$ cat config.mk
export PLATFORM = sky130hd
export DESIGN_NAME = lp_tree_deserializer
export DESIGN_NICKNAME = d
export VERILOG_FILES = /design/src/rtl/lp_tree_deserializer.sv
export SDC_FILE = /design/constraint.sdc
export NUM_CORES = 1
export LEC_CHECK = 0
export CORE_ASPECT_RATIO = 2
export CORE_MARGIN = 2
export CORE_UTILIZATION = 48
export CTS_CLUSTER_SIZE = 30
export DETAILED_ROUTE_END_ITERATION = 8
export PLACE_DENSITY = 0.78
export SETUP_SLACK_MARGIN = 0.15
export SYNTH_ARGS = -nofsm -noshare
export SYNTH_HDL_FRONTEND = slang
export SYNTH_SLANG_ARGS = --single-unit
$ cat constraint.sdc
create_clock -name CLK -period 3.9 [get_ports CLK]
set_input_delay 0.975 -clock CLK [delete_from_list [all_inputs] [get_ports CLK]]
set_output_delay 0.975 -clock CLK [all_outputs]
set_load 0.1 [all_outputs]
$ cat src/rtl/lp_tree_deserializer.sv
// Serial-to-parallel receiver for the lp_tree serializer link.
// Hunts for an in-band sync word, then emits each data word with a one-cycle valid pulse.
module lp_tree_deserializer #(
    parameter int              WIDTH     = 8,
    parameter logic [WIDTH-1:0] SYNC_WORD = 8'hA5
) (
    input  logic             CLK,
    input  logic             RESET,
    input  logic             SERIAL_IN,
    input  logic             RESYNC,
    output logic [WIDTH-1:0] PAR_OUT,
    output logic             PAR_VALID,
    output logic             LOCKED,
    output logic [15:0]      WORD_CNT
);

    localparam int BW = $clog2(WIDTH);

    localparam logic [0:0] ST_HUNT = 1'b0;
    localparam logic [0:0] ST_LOCK = 1'b1;

    localparam logic [BW-1:0] BCNT_LAST = BW'(WIDTH - 1);

    logic [0:0]       state_q, state_d;
    logic [WIDTH-1:0] sr_q, sr_d;
    logic [BW-1:0]    bcnt_q, bcnt_d;
    logic [WIDTH-1:0] par_q, par_d;
    logic             valid_q, valid_d;
    logic [15:0]      cnt_q, cnt_d;
    logic [WIDTH-1:0] cand;

    assign cand = {sr_q[WIDTH-2:0], SERIAL_IN};

    always_comb begin
        state_d = state_q;
        sr_d    = cand;
        bcnt_d  = bcnt_q;
        par_d   = par_q;
        valid_d = 1'b0;
        cnt_d   = cnt_q;
        if (RESYNC) begin
            // A word completing this cycle is dropped.
            state_d = ST_HUNT;
            sr_d    = '0;
            bcnt_d  = '0;
        end else begin
            unique case (state_q)
                ST_HUNT: begin
                    if (cand == SYNC_WORD) begin
                        state_d = ST_LOCK;
                        bcnt_d  = '0;
                    end
                end
                ST_LOCK: begin
                    if (bcnt_q == BCNT_LAST) begin
                        bcnt_d = '0;
                        // Sync words seen in lock are idle fill, not data.
                        if (cand != SYNC_WORD) begin
                            par_d   = cand;
                            valid_d = 1'b1;
                            cnt_d   = cnt_q + 16'd1;
                        end
                    end else begin
                        bcnt_d = bcnt_q + 1'b1;
                    end
                end
                default: state_d = ST_HUNT;
            endcase
        end
    end

    always_ff @(posedge CLK) begin
        if (!RESET) begin
            state_q <= ST_HUNT;
            sr_q    <= '0;
            bcnt_q  <= '0;
            par_q   <= '0;
            valid_q <= 1'b0;
            cnt_q   <= '0;
        end else begin
            state_q <= state_d;
            sr_q    <= sr_d;
            bcnt_q  <= bcnt_d;
            par_q   <= par_d;
            valid_q <= valid_d;
            cnt_q   <= cnt_d;
        end
    end

    assign PAR_OUT   = par_q;
    assign PAR_VALID = valid_q;
    assign LOCKED    = (state_q == ST_LOCK);
    assign WORD_CNT  = cnt_q;

endmodule

==> reports/metrics.csv <==
stage,metric,value,unit
floorplanning,initial core utilization,0.5042,
placement,Final Wtd Congestion,0.8209,
placement,# placed instances,209,
clocking,clock latency on the worst-skew pair,0.29,ns
placement,DP Worst Slack,1.046,ns
logic_synthesis,Synth area leaders,"dfxtp_1 (48%), a21oi_1 (5.0%), mux2i_1 (4.0%), nor2_1 (3.8%), nand2_1 (3.5%)",
clocking,Root Driver,clkbuf_8,
global_routing,first-pass GRT wire length,5.685,mm
sta,FMAX,341.3,MHz
setup_path,r2r endpoint,WORD_CNT[14]$_SDFFE_PN0P_,
setup_path,cell family with most CP delay,buffers and inverters,
sta,Slew Limit Fails,0,
setup_path,Critical Path Sink Type,primary output,
cells_and_area,area delta synth->final,25.75,%
sta,worst setup margin,0.9703,ns
placement,dpl hpwl,2.418,mm
detailed_routing,total routed wirelength,3.389,mm
global_routing,initial antenna violation count,0,
logic_synthesis,Post-Syn Nets,162,
setup_path,CP bufs+invs,1,
setup_path,worst setup path start,WORD_CNT[0]$_SDFFE_PN0P_,
setup_path,WP data arrival,1.95,ns
floorplanning,Site Rows,28,
clocking,Post-CTS Hold Buffers,0,
min_path,Hold Crit Depth,2,
sta,minimum clock period,2.930,ns
detailed_routing,post-route DRC violation count,0,
sta,number of setup violations in the final report,0,
sta,worst-margin pin slew,0.9867,ns
status,status,"complete, no violations",
logic_synthesis,YS warnings,0,
detailed_routing,antenna-violating nets left,0,
setup_path,crit start category,register,
logic_synthesis,Netlist cell types,38,
setup_path,Worst Reg-to-Reg Cells,6,
clocking,Longest Clk Path Bufs,2,
global_routing,vias in the first global route,1257,
logic_synthesis,asr flop ratio synth,0,
min_path,hold_sp,PAR_OUT[1]$_SDFFE_PN0P_,
sta,final hold violation count,0,
floorplanning,I/O Pins,30,
detailed_routing,Iter 0 DRT Violations,39,
logic_synthesis,number of enable flip-flop cells after synthesis,0,
run,max_cap viols,0,
sta,TNS Setup,0,ns
cells_and_area,n_diodes,0,
global_routing,remaining global-route overflow,0,
floorplanning,area of the core,2978,sq um
logic_synthesis,cell count after synthesis,155,
logic_synthesis,post-synth top area share,0.4800,
sta,RSZ-0062 raised after global routing,false,
power_and_ir_drop,PD cells,350.1,nW/um^2
setup_path,Reg-to-Reg Start,bcnt_q[0]$_SDFFE_PP0P_,
setup_path,Worst EP required,2.92,ns
setup_path,"reg-to-reg slack, setup",1.77,ns
power_and_ir_drop,highest ir drop seen on vdd,0.0002325,V
placement,I/O Buffers,29,
clocking,TritonCTS clock tree,built,
setup_path,"Critical Path, Cell by Cell",clkdlybuf4s50_1,
sta,worst relative slew slack,0.3401,
logic_synthesis,leading area contributor after synthesis,dfxtp_1,
cells_and_area,layout cells sized above 1,0.08556,
logic_synthesis,Post-Syn Area,1501,sq um
clocking,H-tree depth,2,
global_routing,largest net degree at the start of global routing,26,
cells_and_area,NumNets Final,193,
detailed_routing,Vias,1279,
detailed_routing,First-pass DRT Iterations,4,
power_and_ir_drop,Leak Pwr,0.6148,nW
sta,fin crit share,0.7512,
floorplanning,die footprint,3618,sq um
min_path,min-delay worst type,reg2reg,
sta,Worst Clk Skew,0.004776,ns
clocking,clock sink count,36,
min_path,hold endpoint,PAR_OUT[1]$_SDFFE_PN0P_,
floorplanning,Die X,43.55,um
setup_path,critical path's largest stage delay,1.20,ns
clocking,post-CTS setup buffer count,0,
power_and_ir_drop,Design Power,661.0,uW
clocking,"Reg clk slew, reported paths",0.08,ns
setup_path,"Slowest-stage cell, CP",clkdlybuf4s50_1,
clocking,cts bufs inserted,5,
clocking,CTS resizes,0,
detailed_routing,Avg WL per Cell,15.62,um
setup_path,crit path kind,reg2out,
logic_synthesis,synthesis-stage register bit count,36,
logic_synthesis,register area share after synthesis,0.4800,
global_routing,gr usage total,0.2025,
sta,WHS,0.4556,ns
logic_synthesis,prevailing post-synth register cell,dfxtp_1,
logic_synthesis,synthesized area per cell,9.687,sq um
setup_path,Max Fanout on Critical Path,6,
detailed_routing,routed vias/inst,5.894,
floorplanning,Chip Height,83.10,um
cells_and_area,Layout Cells excl Fill,217,
cells by family (layout without fill, tap and decap cells):
kind of cell	after synthesis	in the layout	share of synthesized area
AO/OA/AOI/OAI	34	34	0.1508
AND/OR/NAND/NOR	65	65	0.2500
multiplexers	6	6	0.04000
adder cells (fa/ha/maj)	3	3	0.02500
buffers and inverters	7	39	0.03083
XOR/XNOR	4	4	0.02333
flip-flops	36	36	0.4800
metal layers:
| layer | share of wire | wire length (um) | up-vias | global-route usage |
|---|---|---|---|---|
| met5 | 0 | 0 | - | 0 |
| met4 | 0.029 | 98 | 0 | 0.1102 |
| met3 | 0.033 | 112 | 9 | 0.04565 |
| met2 | 0.56 | 1908 | 36 | 0.3463 |
| met1 | 0.37 | 1269 | 609 | 0.2167 |
| li1 | - | - | 625 | - |
cell usage after synthesis (3+ instances only):
master,instances
ha_1,3
xnor2_1,4
o21ai_0,3
a21oi_1,15
or4_1,7
and2_1,6
nand3_1,8
mux2i_1,6
dfxtp_1,36
nand2_1,14
nor2_1,15
o31ai_1,7
through the flow:
step                        util  instance area (sq um)
after floorplan                -                   1501
after detailed placement  0.6013                   1790
final                     0.6340                   1888
after global placement    0.6013                   1790
after CTS                 0.6340                   1888
after global routing      0.6340                   1888
placed cells by master, fill, tap and decap left out, types with 2 or more instances in the layout:
cell type and count:
a21oi_1 15, nor2_1 15, mux2i_1 6, o31ai_1 7, xnor2_1 4, nand3_1 8
nand2_1 14, a22oi_1 2, nand2b_1 2, or3_1 2, or4_1 7, dfxtp_1 36
o21ai_0 3, ha_1 3, clkdlybuf4s50_1 29, clkbuf_8 6, and2_1 6, clkinvlp_4 2
registers in the layout, indices dropped and copies added, names as in the netlist:
| register | cells |
|---|---|
| WORD_CNT | 16 |
| PAR_OUT | 8 |
| PAR_VALID | 1 |
| sr_q | 7 |
| LOCKED | 1 |
| bcnt_q | 3 |
cell type report:
cell class,count,area (sq um)
multi-input combinational,112,734.5
sequential,36,720.7
timing repair buffer,29,290.3
clock buffer,6,82.58
clock inverter,2,15.01
inverter,2,7.507
fill,259,1090
tap,30,37.54
power breakdown:
part | total (mW) | internal, mW | switching (mW)
Sequential | 0.369 | 0.368 | 0.000752
Clock | 0.281 | 0.143 | 0.138
Combinational | 0.0114 | 0.00427 | 0.00710
worst max-delay path by stage:
stage                           endpoint  depth (start not counted)
2_1_floorplan  WORD_CNT[15]$_SDFFE_PN0P_                          5
6_report                     WORD_CNT[0]                          1
5_1_grt                      WORD_CNT[0]                          1
3_5_place_dp   WORD_CNT[14]$_SDFFE_PN0P_                          5
4_1_cts                      WORD_CNT[0]                          1
3_3_place_gp   WORD_CNT[15]$_SDFFE_PN0P_                          5
No activity file was read; power rests on OpenSTA's default activity.
